`config.mk`:
```
export PLATFORM = sky130hd
export DESIGN_NAME = mem_port_arbiter_flat
export DESIGN_NICKNAME = d
export VERILOG_FILES = /design/src/rtl/mem_port_arbiter_if.sv /design/src/rtl/mem_port_arbiter.sv /design/src/flat_wrapper.sv
export SDC_FILE = /design/constraint.sdc
export NUM_CORES = 1
export LEC_CHECK = 0
export BUFFER_PORTS_ARGS = -buffer_cell sky130_fd_sc_hd__buf_2
export CAP_MARGIN = 20
export CORE_MARGIN = 1
export CORE_UTILIZATION = 30
export CTS_CLUSTER_DIAMETER = 200
export DETAILED_ROUTE_END_ITERATION = 10
export SETUP_SLACK_MARGIN = 0.2
export SYNTH_ARGS = -nofsm -noshare
export SYNTH_HDL_FRONTEND = slang
export SYNTH_SLANG_ARGS = --single-unit
```
`constraint.sdc`:
```
create_clock -name clk -period 5.5 [get_ports clk]
set_input_delay 0.55 -clock clk [delete_from_list [all_inputs] [get_ports clk]]
set_output_delay 0.55 -clock clk [all_outputs]
set_load 0.02 [all_outputs]
```
`src/rtl/mem_port_arbiter_if.sv`:
```
// ---------------------------------------------------------------------------
// mem_port_arbiter_if
// Bundles the request, memory and status signals of the shared memory port
// arbiter.
//   master : arbiter view. It receives the IF/DM requests and the memory
//            response, and drives the memory strobe, the mux select, the
//            done pulses, the read-data registers, the stalls and the
//            watchdog flag.
//   slave  : environment view (pipeline stages plus memory).
// ---------------------------------------------------------------------------
interface mem_port_arbiter_if;
  logic        if_req;
  logic        dm_req;
  logic        dm_we;
  logic        mem_ack;
  logic [31:0] mem_rdata;
  logic        mem_sel;
  logic        mem_req;
  logic        mem_we;
  logic        if_done;
  logic        dm_done;
  logic [31:0] if_rdata;
  logic [31:0] dm_rdata;
  logic        if_stall;
  logic        dm_stall;
  logic        timeout_err;

  modport master (
    input  if_req, dm_req, dm_we, mem_ack, mem_rdata,
    output mem_sel, mem_req, mem_we, if_done, dm_done,
           if_rdata, dm_rdata, if_stall, dm_stall, timeout_err
  );

  modport slave (
    output if_req, dm_req, dm_we, mem_ack, mem_rdata,
    input  mem_sel, mem_req, mem_we, if_done, dm_done,
           if_rdata, dm_rdata, if_stall, dm_stall, timeout_err
  );
endinterface

```
`src/rtl/mem_port_arbiter.sv`:
```
// ---------------------------------------------------------------------------
// mem_port_arbiter
// Shares one memory port between the instruction-fetch (IF) and data-memory
// (DM) stages. The arbiter grants one port at a time, with round-robin on a
// tie. It drives the select of the 2:1 address/data mux and sequences the
// request/acknowledge handshake. It latches read data for each port and
// stalls any stage whose access has not completed. A watchdog aborts a
// transaction that never receives an acknowledge.
//
// Ports:
//   clk  : system clock, rising edge
//   rst  : asynchronous, active-high reset
//   bus  : mem_port_arbiter_if.master
//            if_req/dm_req   level requests, held until the matching done
//            dm_we           DM write enable, sampled at grant
//            mem_ack         one-cycle completion pulse from memory
//            mem_rdata       read data, valid with mem_ack
//            mem_sel         mux select (0 = IF, 1 = DM)
//            mem_req/mem_we  memory strobe and write enable
//            if_done/dm_done one-cycle completion pulses
//            if_rdata/dm_rdata read data holding registers
//            if_stall/dm_stall req & ~done (combinational)
//            timeout_err     sticky watchdog flag
//
// Parameters:
//   TIMEOUT : maximum number of BUSY cycles without mem_ack (0 = no watchdog)
//   CNT_W   : width of the watchdog counter; must be able to hold TIMEOUT
// ---------------------------------------------------------------------------
module mem_port_arbiter #(
  parameter int TIMEOUT = 64,
  parameter int CNT_W   = 7
) (
  input  logic clk,
  input  logic rst,
  mem_port_arbiter_if.master bus
);

  typedef enum logic {IDLE, BUSY} state_t;

  localparam bit             WDOG_EN  = (TIMEOUT != 0);
  localparam logic [CNT_W-1:0] CNT_LAST = CNT_W'((TIMEOUT == 0) ? 0 : TIMEOUT - 1);

  state_t      state_reg, state_next;
  logic        last_gnt_reg, last_gnt_next;   // 0 = IF, 1 = DM
  logic        mem_sel_reg, mem_sel_next;
  logic        mem_req_reg, mem_req_next;
  logic        mem_we_reg, mem_we_next;
  logic        if_done_reg, if_done_next;
  logic        dm_done_reg, dm_done_next;
  logic [31:0] if_rdata_reg, if_rdata_next;
  logic [31:0] dm_rdata_reg, dm_rdata_next;
  logic        timeout_err_reg, timeout_err_next;
  logic [CNT_W-1:0] cnt_reg, cnt_next;

  logic if_elig;
  logic dm_elig;
  logic grant_dm;

  // A port is not eligible on its own done cycle. This prevents a re-grant
  // before the requester has had a chance to drop its level request.
  assign if_elig = bus.if_req & ~if_done_reg;
  assign dm_elig = bus.dm_req & ~dm_done_reg;

  always_ff @(posedge clk or posedge rst) begin
    if (rst) begin
      state_reg       <= IDLE;
      last_gnt_reg    <= 1'b0;
      mem_sel_reg     <= 1'b0;
      mem_req_reg     <= 1'b0;
      mem_we_reg      <= 1'b0;
      if_done_reg     <= 1'b0;
      dm_done_reg     <= 1'b0;
      if_rdata_reg    <= '0;
      dm_rdata_reg    <= '0;
      timeout_err_reg <= 1'b0;
      cnt_reg         <= '0;
    end else begin
      state_reg       <= state_next;
      last_gnt_reg    <= last_gnt_next;
      mem_sel_reg     <= mem_sel_next;
      mem_req_reg     <= mem_req_next;
      mem_we_reg      <= mem_we_next;
      if_done_reg     <= if_done_next;
      dm_done_reg     <= dm_done_next;
      if_rdata_reg    <= if_rdata_next;
      dm_rdata_reg    <= dm_rdata_next;
      timeout_err_reg <= timeout_err_next;
      cnt_reg         <= cnt_next;
    end
  end

  always_comb begin
    state_next       = state_reg;
    last_gnt_next    = last_gnt_reg;
    mem_sel_next     = mem_sel_reg;
    mem_req_next     = mem_req_reg;
    mem_we_next      = mem_we_reg;
    if_done_next     = 1'b0;
    dm_done_next     = 1'b0;
    if_rdata_next    = if_rdata_reg;
    dm_rdata_next    = dm_rdata_reg;
    timeout_err_next = timeout_err_reg;
    cnt_next         = cnt_reg;
    // On a tie, DM wins when IF was granted last, which gives round-robin.
    grant_dm         = dm_elig & (~if_elig | ~last_gnt_reg);

    case (state_reg)
      IDLE: begin
        if (if_elig | dm_elig) begin
          state_next    = BUSY;
          mem_req_next  = 1'b1;
          mem_sel_next  = grant_dm;
          mem_we_next   = grant_dm & bus.dm_we;
          last_gnt_next = grant_dm;
          cnt_next      = '0;
        end
      end
      BUSY: begin
        if (bus.mem_ack) begin
          // An acknowledge takes priority over a watchdog expiry on the same edge.
          state_next   = IDLE;
          mem_req_next = 1'b0;
          mem_we_next  = 1'b0;
          if (mem_sel_reg) begin
            dm_done_next  = 1'b1;
            dm_rdata_next = bus.mem_rdata;
          end else begin
            if_done_next  = 1'b1;
            if_rdata_next = bus.mem_rdata;
          end
        end else if (WDOG_EN && (cnt_reg == CNT_LAST)) begin
          // Abort: release the requester, but leave its read data untouched.
          state_next       = IDLE;
          mem_req_next     = 1'b0;
          mem_we_next      = 1'b0;
          timeout_err_next = 1'b1;
          if (mem_sel_reg) dm_done_next = 1'b1;
          else             if_done_next = 1'b1;
        end else begin
          cnt_next = cnt_reg + 1'b1;
        end
      end
      default: state_next = IDLE;
    endcase
  end

  assign bus.mem_sel     = mem_sel_reg;
  assign bus.mem_req     = mem_req_reg;
  assign bus.mem_we      = mem_we_reg;
  assign bus.if_done     = if_done_reg;
  assign bus.dm_done     = dm_done_reg;
  assign bus.if_rdata    = if_rdata_reg;
  assign bus.dm_rdata    = dm_rdata_reg;
  assign bus.timeout_err = timeout_err_reg;
  assign bus.if_stall    = bus.if_req & ~if_done_reg;
  assign bus.dm_stall    = bus.dm_req & ~dm_done_reg;

endmodule

```
`src/flat_wrapper.sv`:
```
// flat-port wrapper written by rule: the top's interface ports become plain ports
module mem_port_arbiter_flat 
#(
  parameter int TIMEOUT = 64,
  parameter int CNT_W   = 7
)
  (clk, rst, bus_if_req, bus_dm_req, bus_dm_we, bus_mem_ack, bus_mem_rdata, bus_mem_sel, bus_mem_req, bus_mem_we, bus_if_done, bus_dm_done, bus_if_rdata, bus_dm_rdata, bus_if_stall, bus_dm_stall, bus_timeout_err);
  mem_port_arbiter_if bus_i ();
  input  logic clk;
  input  logic rst;
  input wire logic [$bits(bus_i.if_req)-1:0] bus_if_req;
  input wire logic [$bits(bus_i.dm_req)-1:0] bus_dm_req;
  input wire logic [$bits(bus_i.dm_we)-1:0] bus_dm_we;
  input wire logic [$bits(bus_i.mem_ack)-1:0] bus_mem_ack;
  input wire logic [$bits(bus_i.mem_rdata)-1:0] bus_mem_rdata;
  output wire logic [$bits(bus_i.mem_sel)-1:0] bus_mem_sel;
  output wire logic [$bits(bus_i.mem_req)-1:0] bus_mem_req;
  output wire logic [$bits(bus_i.mem_we)-1:0] bus_mem_we;
  output wire logic [$bits(bus_i.if_done)-1:0] bus_if_done;
  output wire logic [$bits(bus_i.dm_done)-1:0] bus_dm_done;
  output wire logic [$bits(bus_i.if_rdata)-1:0] bus_if_rdata;
  output wire logic [$bits(bus_i.dm_rdata)-1:0] bus_dm_rdata;
  output wire logic [$bits(bus_i.if_stall)-1:0] bus_if_stall;
  output wire logic [$bits(bus_i.dm_stall)-1:0] bus_dm_stall;
  output wire logic [$bits(bus_i.timeout_err)-1:0] bus_timeout_err;
  assign bus_i.if_req = bus_if_req;
  assign bus_i.dm_req = bus_dm_req;
  assign bus_i.dm_we = bus_dm_we;
  assign bus_i.mem_ack = bus_mem_ack;
  assign bus_i.mem_rdata = bus_mem_rdata;
  assign bus_mem_sel = bus_i.mem_sel;
  assign bus_mem_req = bus_i.mem_req;
  assign bus_mem_we = bus_i.mem_we;
  assign bus_if_done = bus_i.if_done;
  assign bus_dm_done = bus_i.dm_done;
  assign bus_if_rdata = bus_i.if_rdata;
  assign bus_dm_rdata = bus_i.dm_rdata;
  assign bus_if_stall = bus_i.if_stall;
  assign bus_dm_stall = bus_i.dm_stall;
  assign bus_timeout_err = bus_i.timeout_err;
  mem_port_arbiter #(.TIMEOUT(TIMEOUT), .CNT_W(CNT_W)) u_core (.clk(clk), .rst(rst), .bus(bus_i));
endmodule
```
# --- Yosys cells after proc, flatten, opt, wreduce, memory -nomap -nowiden ---
# Index checks and enable logic that the tools add are counted.
# W data, S select, Z words.
word_totals:
  ff_bits: 78
  input_bits: 38
  out_inout_bits: 72
  word_cells: 56
classes:
  addsub: 1
  eq_ne: 5
  mux: 22
  bitwise_logic: 12
  n_reduce_logical: 6
ops:
  columns: ["operator", "count"]
  rows:
  - ["$mux W7", 3]
  - ["$mux W1", 15]
  - ["$pmux W7 S2", 1]
  - ["$reduce_and A3 Y1", 4]
  - ["$add A7 B1 Y7 const B", 1]
  - ["$eq A7 B6 Y1 const B", 1]
  - ["$not A1 Y1", 6]
  - ["$pmux W1 S2", 3]
  - ["$and A1 B1 Y1", 4]
  - ["$ne A2 B2 Y1 const B", 2]
  - ["$reduce_and A2 Y1", 2]
  - ["$ne A3 B3 Y1 const B", 1]
  - ["$ne A2 B1 Y1 const B", 1]
  - ["$or A1 B1 Y1", 2]

# --- Logic depth before layout (Yosys ltp) ---
logic_depth:
  word_depth: 8
  depth_mapped: 5
  ltp_nobuf: 5

# --- Worst setup path before layout ---
# Ideal clock, no wire load.
synth_path:
  kind: "input to register"
  from: "in bus_mem_ack"
  to: "reg u_core.cnt_reg[2]"
  setup_ns: 0.126
  arrival_time_ns: 1.349
  required_time_ns: 5.374
  path_slack_ns: 4.025
  path_stages: 4
  n_path_buf: 0
  path_cell_list: "and2b_2 o31ai_4 and2_4 a221o_1"
synth_between:
  elab_chain_cells: 2
synth_lines:
  columns: ["element", "line", "source"]
  rows:
  - ["from (decl)", "flat_wrapper.sv:14", "input wire logic [$bits(bus_i.mem_ack)-1:0] bus_mem_ack;"]
  - ["$ne A2 B2 Y1 (no source line)", null, null]
  - ["$reduce_and A3 Y1 (no source line)", null, null]
  - ["to (signal assigned)", "mem_port_arbiter.sv:88", "cnt_reg <= cnt_next;"]
  - ["to (decl)", "mem_port_arbiter.sv:53", "logic [CNT_W-1:0] cnt_reg, cnt_next;"]
# No other way between the ends.
# A chain may end at the register's enable or synchronous reset.

# --- Worst setup path in the final report ---
layout_path:
  from: "reg u_core.state_reg"
  to: "reg u_core.dm_rdata_reg[7] (netlist: u_core.bus.dm_rdata[7])"
layout_between:
  elab_chain_cells: 1
layout_lines:
  columns: ["element", "line", "source"]
  rows:
  - ["from (decl)", "mem_port_arbiter.sv:43", "state_t state_reg, state_next;"]
  - ["from (signal assigned)", "mem_port_arbiter.sv:78", "state_reg <= state_next;"]
  - ["$reduce_and A3 Y1 (no source line)", null, null]
  - ["to (signal assigned)", "mem_port_arbiter.sv:86", "dm_rdata_reg <= dm_rdata_next;"]
  - ["to (decl)", "mem_port_arbiter.sv:51", "logic [31:0] dm_rdata_reg, dm_rdata_next;"]
# No other way between the ends.

==> results.json <==
{
  "outcome": "finished clean",
  "clkTransAtPathRegs_ns": 0.07,
  "cts_tree": "yes",
  "path_depth": 2,
  "fp.dieArea_um2": 10520,
  "tightest_slew_ns": 0.9649,
  "fin_crit_ns": 1.960,
  "fin_util": 0.3972,
  "ys_seq_area_frac": 0.6433,
  "syn_nets": 238,
  "placed_area_um2": 3727,
  "drv_cap": 0,
  "path_delay_family": "simple AND/OR/NAND/NOR gates",
  "path_cells": "nand3_2, mux2_2",
  "r2r_start": "u_core.state_reg",
  "clk_path_buf_depth": 2,
  "hold_viol": 0,
  "maxSlewViolCount": 0,
  "critPathSlowestCell": "nand3_2",
  "min_to": "u_core.bus.mem_we",
  "ys_ff_latch": 78,
  "port_buffers": 109,
  "p_per_area_nw_per_um2": 623.1,
  "grt_pass1_wl_um": 8845,
  "finalCritPeriodShare": 0.3563,
  "ir_worst_vdd_v": 0.0002936,
  "synth.distinct_cells": 29,
  "synthCells": 199,
  "critPathArrivalTime_ns": 2.17,
  "fillCellCount": 974,
  "start_util": 0.3104,
  "first_pass_iters": 4,
  "final_common_cell": "buf_2",
  "cts_buffers": 9,
  "holdCritPathClass": "in -> reg",
  "design_area_um2": 3882,
  "worst_clock_skew_ns": 0.003690,
  "final_cell_mix": "buf_2, dfrtp_1, mux2_2",
  "crit_fanout": 32,
  "crit_required_ns": 5.71,
  "total_leakage_power_nw": 1.902,
  "core-area_um2": 9774,
  "finalPower_mw": 2.419,
  "grt_max_degree": 79,
  "grt_use_total": 0.1123,
  "ctsHoldBuffers": 0,
  "root_buffer": "clkbuf_8",
  "ios": 110,
  "critPathCaptureType": "register",
  "cp-start-kind": "register",
  "r2r_cells": 2,
  "r2r_setup_slack_ns": 3.54,
  "drt_iter0_drc": 29,
  "fmaxAchievable_ghz": 0.5103,
  "n_antenna_cell": 0,
  "rsz0062_at_grt": "no",
  "holdWs_ns": 0.4489,
  "drc_errors": 0,
  "maxSlewHeadroom": 0.3568,
  "syn_avg_cell_area_um2": 15.25,
  "reg2reg_to": "u_core.bus.dm_rdata[7]",
  "syn_area_um2": 3034,
  "clk_latency_ns": 0.33,
  "ant_nets": 0,
  "viasPerCell": 4.399,
  "antenna_found_initial": 0,
  "drive_above_1_share": 0.6139,
  "setup_viol": 0,
  "cts_sinks": 78,
  "hpwl_um": 3944,
  "vias": 1975,
  "slowest_delay_ns": 0.75,
  "wl_um": 5785,
  "min_from": "bus_dm_we",
  "grt_pass1_vias": 1880,
  "gr-total-overflow": 0,
  "whs_path_depth": 2,
  "post_cts_buffers": 0,
  "rows": 36,
  "die_w_um": 102.6,
  "layout.nets": 352,
  "ys_warn_count": 0,
  "worst-setup-path-type": "reg -> reg",
  "cp_num_buf_inv": 0,
  "ctsResizeCount": 0,
  "cts_max_level": 3,
  "totalNegativeSetupSlack_ns": 0,
  "die_h_um": 102.6,
  "place.gp.congestion": 0.7243,
  "wl_per_cell_um": 12.88,
  "area_growth_pct": 27.96
}
## metal layers
layer  vias to the layer above  GRT usage  part of all wire
met5                         -          0                 0
li1                        925          -                 -
met4                         0    0.04725             0.011
met1                       985     0.1312              0.42
met3                         6    0.03864             0.053
met2                        59     0.1882              0.52
## power breakdown
part | internal (mW) | switching (mW)
Combinational | 0.462 | 0.598
Clock | 0.170 | 0.184
Sequential | 0.850 | 0.155
## layout make-up
type                            instances  area [µm²]  area share
Sequential cell                        78        1952      0.5027
Multi-Input combinational cell        107        1028      0.2649
Timing Repair Buffer                  110       553.0      0.1424
Tap cell                              133       166.4     0.04286
Clock buffer                           12       145.1     0.03738
Inverter                                7       27.53    0.007090
Clock inverter                          2       10.01    0.002578
## worst register-to-register path, stage by stage, from the launching register on
cell	delay, ns
dfrtp_1	0.53
nand3_2	0.75
mux2_2	0.57
## worst max-delay path by stage
stage,to,startpoint,slack (ns)
floorplan,u_core.bus.dm_done,rst,2.95
CTS,u_core.bus.if_rdata[6],u_core.state_reg,3.49
detailed placement,u_core.bus.dm_rdata[7],bus_mem_ack,3.32
finish,u_core.bus.dm_rdata[7],u_core.state_reg,3.54
global route,u_core.bus.if_rdata[6],u_core.state_reg,3.38
global placement,u_core.bus.if_rdata[6],bus_mem_ack,3.38
## synth_stat cells, drive strengths merged
library cell / instances / share of area
dfrtp: 78 / 0.64
mux2: 64 / 0.24
buf: 7 / 0.012
inv: 7 / 0.0087
nand3: 6 / 0.012
nor2: 5 / 0.0062
o21ai: 5 / 0.0082
a21o: 3 / 0.0074
o2bb2ai: 3 / 0.0087
a21oi: 2 / 0.0033
and2: 2 / 0.0050
mux2i: 2 / 0.0066
nand2: 2 / 0.0025
nand2b: 2 / 0.0041
nor3: 2 / 0.0049
a211oi: 1 / 0.0025
a221o: 1 / 0.0033
a32o: 1 / 0.0033
and2b: 1 / 0.0029
and3: 1 / 0.0021
ha: 1 / 0.0041
nor2b: 1 / 0.0021
o21a: 1 / 0.0025
o31ai: 1 / 0.0070
## metrics by stage
step                setup WS (ns)  instances
floorplan                   2.955        199
global placement            3.384        435
detailed placement          3.321        435
CTS                         3.493        449
global route                3.378        449
finish                      3.540        449
## cell families after synthesis
kind of cell | share of synthesized area
buffers and inverters | 0.02103
flip-flops | 0.6433
AND/OR/NAND/NOR | 0.04124
adder cells (fa/ha/maj) | 0.004123
multiplexers | 0.2441
AO/OA/AOI/OAI | 0.04619
Note: power is estimated with default switching activity, not from simulation.
